`config.mk`:
```
export PLATFORM = sky130hd
export DESIGN_NAME = bit_serial_alu_ctrl
export DESIGN_NICKNAME = d
export VERILOG_FILES = /design/src/rtl/bit_serial_alu_ctrl.sv
export SDC_FILE = /design/constraint.sdc
export NUM_CORES = 1
export LEC_CHECK = 0
export CORE_ASPECT_RATIO = 1.25
export CORE_MARGIN = 8
export CORE_UTILIZATION = 48
export CTS_CLUSTER_DIAMETER = 50
export DETAILED_ROUTE_END_ITERATION = 12
export PLACE_DENSITY = 0.77
export SLEW_MARGIN = 10
export SYNTH_ARGS = -nofsm -noshare
export SYNTH_HDL_FRONTEND = slang
export SYNTH_SLANG_ARGS = --single-unit
```
`constraint.sdc`:
```
create_clock -name clk -period 2.3 [get_ports clk]
set_input_delay 0.23 -clock clk [delete_from_list [all_inputs] [get_ports clk]]
set_output_delay 0.23 -clock clk [all_outputs]
set_load 0.01 [all_outputs]
```
`src/rtl/bit_serial_alu_ctrl.sv`:
```
// Bit-serial sequencer driving one external bit_alu slice, LSB first, one bit per clock.
// Optional macro SERIAL_ALU_OPCNT_EN adds a 16-bit completed-operation counter output.
module bit_serial_alu_ctrl #(
  parameter int WIDTH = 32,
  parameter int IDX_W = 5
) (
  input  logic             clk,
  input  logic             rst_n,
  input  logic             start,
  input  logic [WIDTH-1:0] src_a,
  input  logic [WIDTH-1:0] src_b,
  input  logic [3:0]       alu_ctrl,
  output logic             ready,
  output logic             done,
  output logic [WIDTH-1:0] result,
  output logic             zero,
  output logic             overflow,
  output logic             slice_a,
  output logic             slice_b,
  output logic             slice_less,
  output logic             slice_a_invert,
  output logic             slice_b_invert,
  output logic             slice_carry_in,
  output logic [1:0]       slice_operation,
  input  logic             slice_result,
  input  logic             slice_carry_out
`ifdef SERIAL_ALU_OPCNT_EN
  ,
  output logic [15:0]      op_count
`endif
);

  typedef enum logic [1:0] {IDLE, RUN, FIX, DONE} state_e;

  state_e           state_q;
  logic [WIDTH-1:0] a_q, b_q, result_q, result_d;
  logic [3:0]       ctrl_q;
  logic [IDX_W-1:0] idx_q;
  logic             carry_q, set_q, ready_q, done_q, zero_q, overflow_q;
  logic             is_slt, last_bit;

  assign is_slt   = (ctrl_q[1:0] == 2'b11);
  assign last_bit = (idx_q == IDX_W'(WIDTH-1));

  assign ready    = ready_q;
  assign done     = done_q;
  assign result   = result_q;
  assign zero     = zero_q;
  assign overflow = overflow_q;

  // Slice inputs are decoded from registered state only, so they are glitch-free per cycle.
  always_comb begin
    slice_a         = 1'b0;
    slice_b         = 1'b0;
    slice_less      = 1'b0;
    slice_a_invert  = 1'b0;
    slice_b_invert  = 1'b0;
    slice_carry_in  = 1'b0;
    slice_operation = 2'b00;
    if (state_q == RUN) begin
      slice_a         = a_q[idx_q];
      slice_b         = b_q[idx_q];
      slice_a_invert  = ctrl_q[3];
      slice_b_invert  = ctrl_q[2];
      slice_carry_in  = carry_q;
      slice_operation = is_slt ? 2'b10 : ctrl_q[1:0];
    end else if (state_q == FIX) begin
      slice_operation = 2'b11;
      slice_less      = set_q;
    end
  end

  // Next result, so zero can be registered alongside the final bit.
  always_comb begin
    result_d = result_q;
    if (state_q == RUN)
      result_d[idx_q] = is_slt ? 1'b0 : slice_result;
    else if (state_q == FIX)
      result_d[0] = slice_result;
  end

  always_ff @(posedge clk or negedge rst_n) begin
    if (!rst_n) begin
      state_q    <= IDLE;
      a_q        <= '0;
      b_q        <= '0;
      ctrl_q     <= '0;
      idx_q      <= '0;
      carry_q    <= 1'b0;
      set_q      <= 1'b0;
      result_q   <= '0;
      ready_q    <= 1'b1;
      done_q     <= 1'b0;
      zero_q     <= 1'b0;
      overflow_q <= 1'b0;
    end else begin
      case (state_q)
        IDLE: begin
          done_q <= 1'b0;
          if (start) begin
            a_q        <= src_a;
            b_q        <= src_b;
            ctrl_q     <= alu_ctrl;
            idx_q      <= '0;
            carry_q    <= alu_ctrl[2];
            result_q   <= '0;
            zero_q     <= 1'b0;
            overflow_q <= 1'b0;
            ready_q    <= 1'b0;
            state_q    <= RUN;
          end
        end
        RUN: begin
          result_q <= result_d;
          carry_q  <= slice_carry_out;
          if (last_bit) begin
            // MSB carry-in vs carry-out gives signed overflow; set is the true sign of A-B.
            overflow_q <= ctrl_q[1] & (carry_q ^ slice_carry_out);
            set_q      <= slice_result ^ carry_q ^ slice_carry_out;
            if (is_slt) begin
              state_q <= FIX;
            end else begin
              zero_q  <= (result_d == '0);
              done_q  <= 1'b1;
              state_q <= DONE;
            end
          end else begin
            idx_q <= idx_q + 1'b1;
          end
        end
        FIX: begin
          result_q <= result_d;
          zero_q   <= (result_d == '0);
          done_q   <= 1'b1;
          state_q  <= DONE;
        end
        DONE: begin
          done_q  <= 1'b0;
          ready_q <= 1'b1;
          state_q <= IDLE;
        end
        default: state_q <= IDLE;
      endcase
    end
  end

`ifdef SERIAL_ALU_OPCNT_EN
  logic [15:0] op_count_q;
  assign op_count = op_count_q;
  always_ff @(posedge clk or negedge rst_n) begin
    if (!rst_n)                op_count_q <= '0;
    else if (state_q == DONE)  op_count_q <= op_count_q + 16'd1;
  end
`endif

endmodule

```
==> metrics.txt <==
Post-Route WL around 19000 um; core area between 10000 and 15000 um2; Global Route Usage Sum 0.227; Crit path required time roughly 2.1 ns; Syn Area/Cell roughly 11 um2; clk slew on worst S/H paths roughly 0.06 ns; Post-Place Setup Slack -0.0906 ns; R2R cell count 12; Slew Viols, Final 0; CTS Buf Count 17; Die ar. 17000 um2; DIE WIDTH around 120 um; Yosys warning count 0; highest attainable clock frequency 380 MHz; Syn Nets 648; Synth Flop Type dfrtp_1; PnR worst setup slack -0.331 ns; post-synth top area share 0.447; Flop pwr share 0.281; I/O Buffers 116; commonest cells after routing, fill and taps aside dfrtp_1 (112), clkdlybuf4s50_1 (107), mux2_2 (71), buf_4 (71), o21ai_0 (47); via density per instance 5.85; initial DRC count 317; WHS a little under 0.2 ns; Tmin final 2.63 ns; RSZ-0062 raised after global routing yes; post-route cell area just under 9000 um2; Gate Count Post-Synth roughly 570; relative slew slack 0.599; number of flops mapped to enable cells by yosys 0; Worst-Skew Late Latency between 0.4 and 0.5 ns; main area contributors after synthesis dfrtp_1 (45%), mux2_2 (13%), mux4_2 (5.7%); run status finished with violations; async set or reset register ratio after synthesis 1.00; reg-to-reg critical path startpoint idx_q[0]$_DFFE_PN0P_; PwrDens roughly 1500 nW/um2; drt first pass iters 6; post-DP HPWL ~14000 um; clk sinks roughly 110; # fillers approximately 900; post-synthesis register bit count ~110; internal power just over 8 mW; CTS max path bufs 2; switching share of power 0.396; R2R setup slack -0.16 ns; MaxCap Viol Count 0; initial antenna violation count 0; CTS tree built; Area after DPL 7940 um2; Psw roughly 5.3 mW; Slew @ Worst Pin between 0.5 and 0.6 ns; Clock power frac 0.195; vias in the first global route just under 6000; CTS Root Cell clkbuf_16; Post-DRT Antenna Nets 0; failing checks negative setup slack; clk_skew 0.00858 ns; Gate power share 0.524; Ant. Diodes 0; Final setup violation count 3; Die H approximately 140 um; share of cells above drive strength 1 0.324; HP Class in -> async; Rows 46; fin nets between 800 and 900; post-synth top area cell dfrtp_1; Initial Utilization 0.493; io pins approximately 120; Residual DRC 0; CP Max Fanout 7; first-pass GRT wire length roughly 31000 um; largest net degree at the start of global routing 65; final hold viol count 0; grt total ovfl 0; synthesized area ~6300 um2; commonest non-fill, non-tap cell in the layout dfrtp_1; synth unique cells 68; DR vias around 5400; H-tree Lvls 4; Worst Setup Path Type reg -> out; GPL Wtd Cong ~0.86; Critical R2R Capture zero$_DFFE_PN0P_; routed length per instance between 20 and 25 um; Worst setup EP type output pin; P&R area growth vs syn 40.3%; Pleak about 3.7 nW; Final period util 1.14; Crit path arrival time around 2.4 ns; proportion of synthesized chip area in sequential cells 0.451; maximum vdd ir drop 0.736 mV; CP Launch Type flip-flop
[routing by layer]
metal  vias to the layer above  wire length, um  global-route usage
met3                        52             1140              0.0620
met5                         -                0                   0
li1                       2483                -                   -
met2                       204            10100               0.397
met1                      2656             7460               0.249
met4                         0              753               0.122
[registers in the layout, indices dropped and copies added (netlist names), 2 cells and up]
signal,cells
a_q,32
b_q,32
ctrl_q,4
idx_q,5
result,32
state_q,2
[cells in the mapped netlist, types with 4 or more instances]
cell type	instances
a21oi_1	15
a22o_1	29
a31oi_1	6
a41oi_1	4
buf_1	4
buf_2	15
buf_6	8
clkbuf_1	14
dfrtp_1	112
ha_1	9
inv_1	8
mux2_2	71
mux2i_1	4
mux4_2	16
nand2_1	48
nand2b_1	7
nand3_1	11
nor2_1	21
nor2b_1	11
nor3_1	7
nor4_1	6
o21ai_0	50
o31ai_1	24
[cell families (layout without fill, tap and decap cells)]
group | after synthesis | in the layout | share of synthesized area
simple gates | 138 | 138 | 0.114
buf+inv | 52 | 240 | 0.0461
mux | 91 | 91 | 0.191
flops | 113 | 113 | 0.451
compound gates | 159 | 159 | 0.174
fa+ha+maj | 9 | 9 | 0.0180
xor+xnor | 4 | 4 | 0.00559
[metrics by stage]
step / utilization / TNS [ns] / cells / power [mW]
2_1_floorplan: - / 0 / 566 / 7.68
3_3_place_gp: 0.624 / -0.136 / 874 / 10.1
3_5_place_dp: 0.624 / -0.179 / 874 / 10.3
4_1_cts: 0.683 / -0.356 / 918 / 13.3
5_1_grt: 0.692 / -0.859 / 922 / 14.3
6_report: 0.692 / -0.715 / 922 / 13.5
[what timing repair did]
| action | in CTS | in global routing |
|---|---|---|
| pin swaps | 3 | 6 |
| hold endpoints to repair | 15 | 0 |
| hold buffers | 1 | 0 |
| gates resized for setup | 29 | 24 |
| endpoints found under the setup margin | 9 | 10 |
| buffers inserted | 11 | 4 |
| cloned | 0 | 0 |
[worst max-delay path, stage by stage, from the launching register on]
cell	delay [ns]
dfrtp_1	0.40
buf_12	0.15
buf_8	0.12
mux4_2	0.50
nor2b_4	0.16
a41oi_2	0.29
a41oi_2	0.19
buf_2	0.18
[cell type report]
| type | instances | area [um2] | area share |
|---|---|---|---|
| inverter | 9 | 37.5 | 0.00426 |
| timing repair buffer | 199 | 1870 | 0.212 |
| multi-input combinational | 401 | 3280 | 0.372 |
| sequential | 113 | 2830 | 0.321 |
| tap | 168 | 210 | 0.0239 |
| clock buffer | 18 | 439 | 0.0499 |
| clock inverter | 14 | 144 | 0.0163 |
[power by group through the flow]
stage                     clock, mW  sequential, mW  combinational (mW)
final                          2.63            3.79                7.06
after global routing           2.75            3.90                7.61
after CTS                      2.64            3.76                6.86
after detailed placement          0            3.77                6.53
after global placement            0            3.70                6.37
after floorplan                   0            3.58                4.10
[worst max-delay path by stage]
stage	endpoint	slack [ns]	cells after the start	start
2_1_floorplan	zero$_DFFE_PN0P_	0.09	10	idx_q[1]$_DFFE_PN0P_
3_3_place_gp	zero$_DFFE_PN0P_	-0.06	9	idx_q[0]$_DFFE_PN0P_
3_5_place_dp	zero$_DFFE_PN0P_	-0.09	9	state_q[1]$_DFFE_PN0P_
4_1_cts	slice_a	-0.12	7	idx_q[0]$_DFFE_PN0P_
5_1_grt	slice_b	-0.38	7	idx_q[0]$_DFFE_PN0P_
6_report	slice_b	-0.33	7	idx_q[0]$_DFFE_PN0P_
Power figures use the tool's default switching activity.
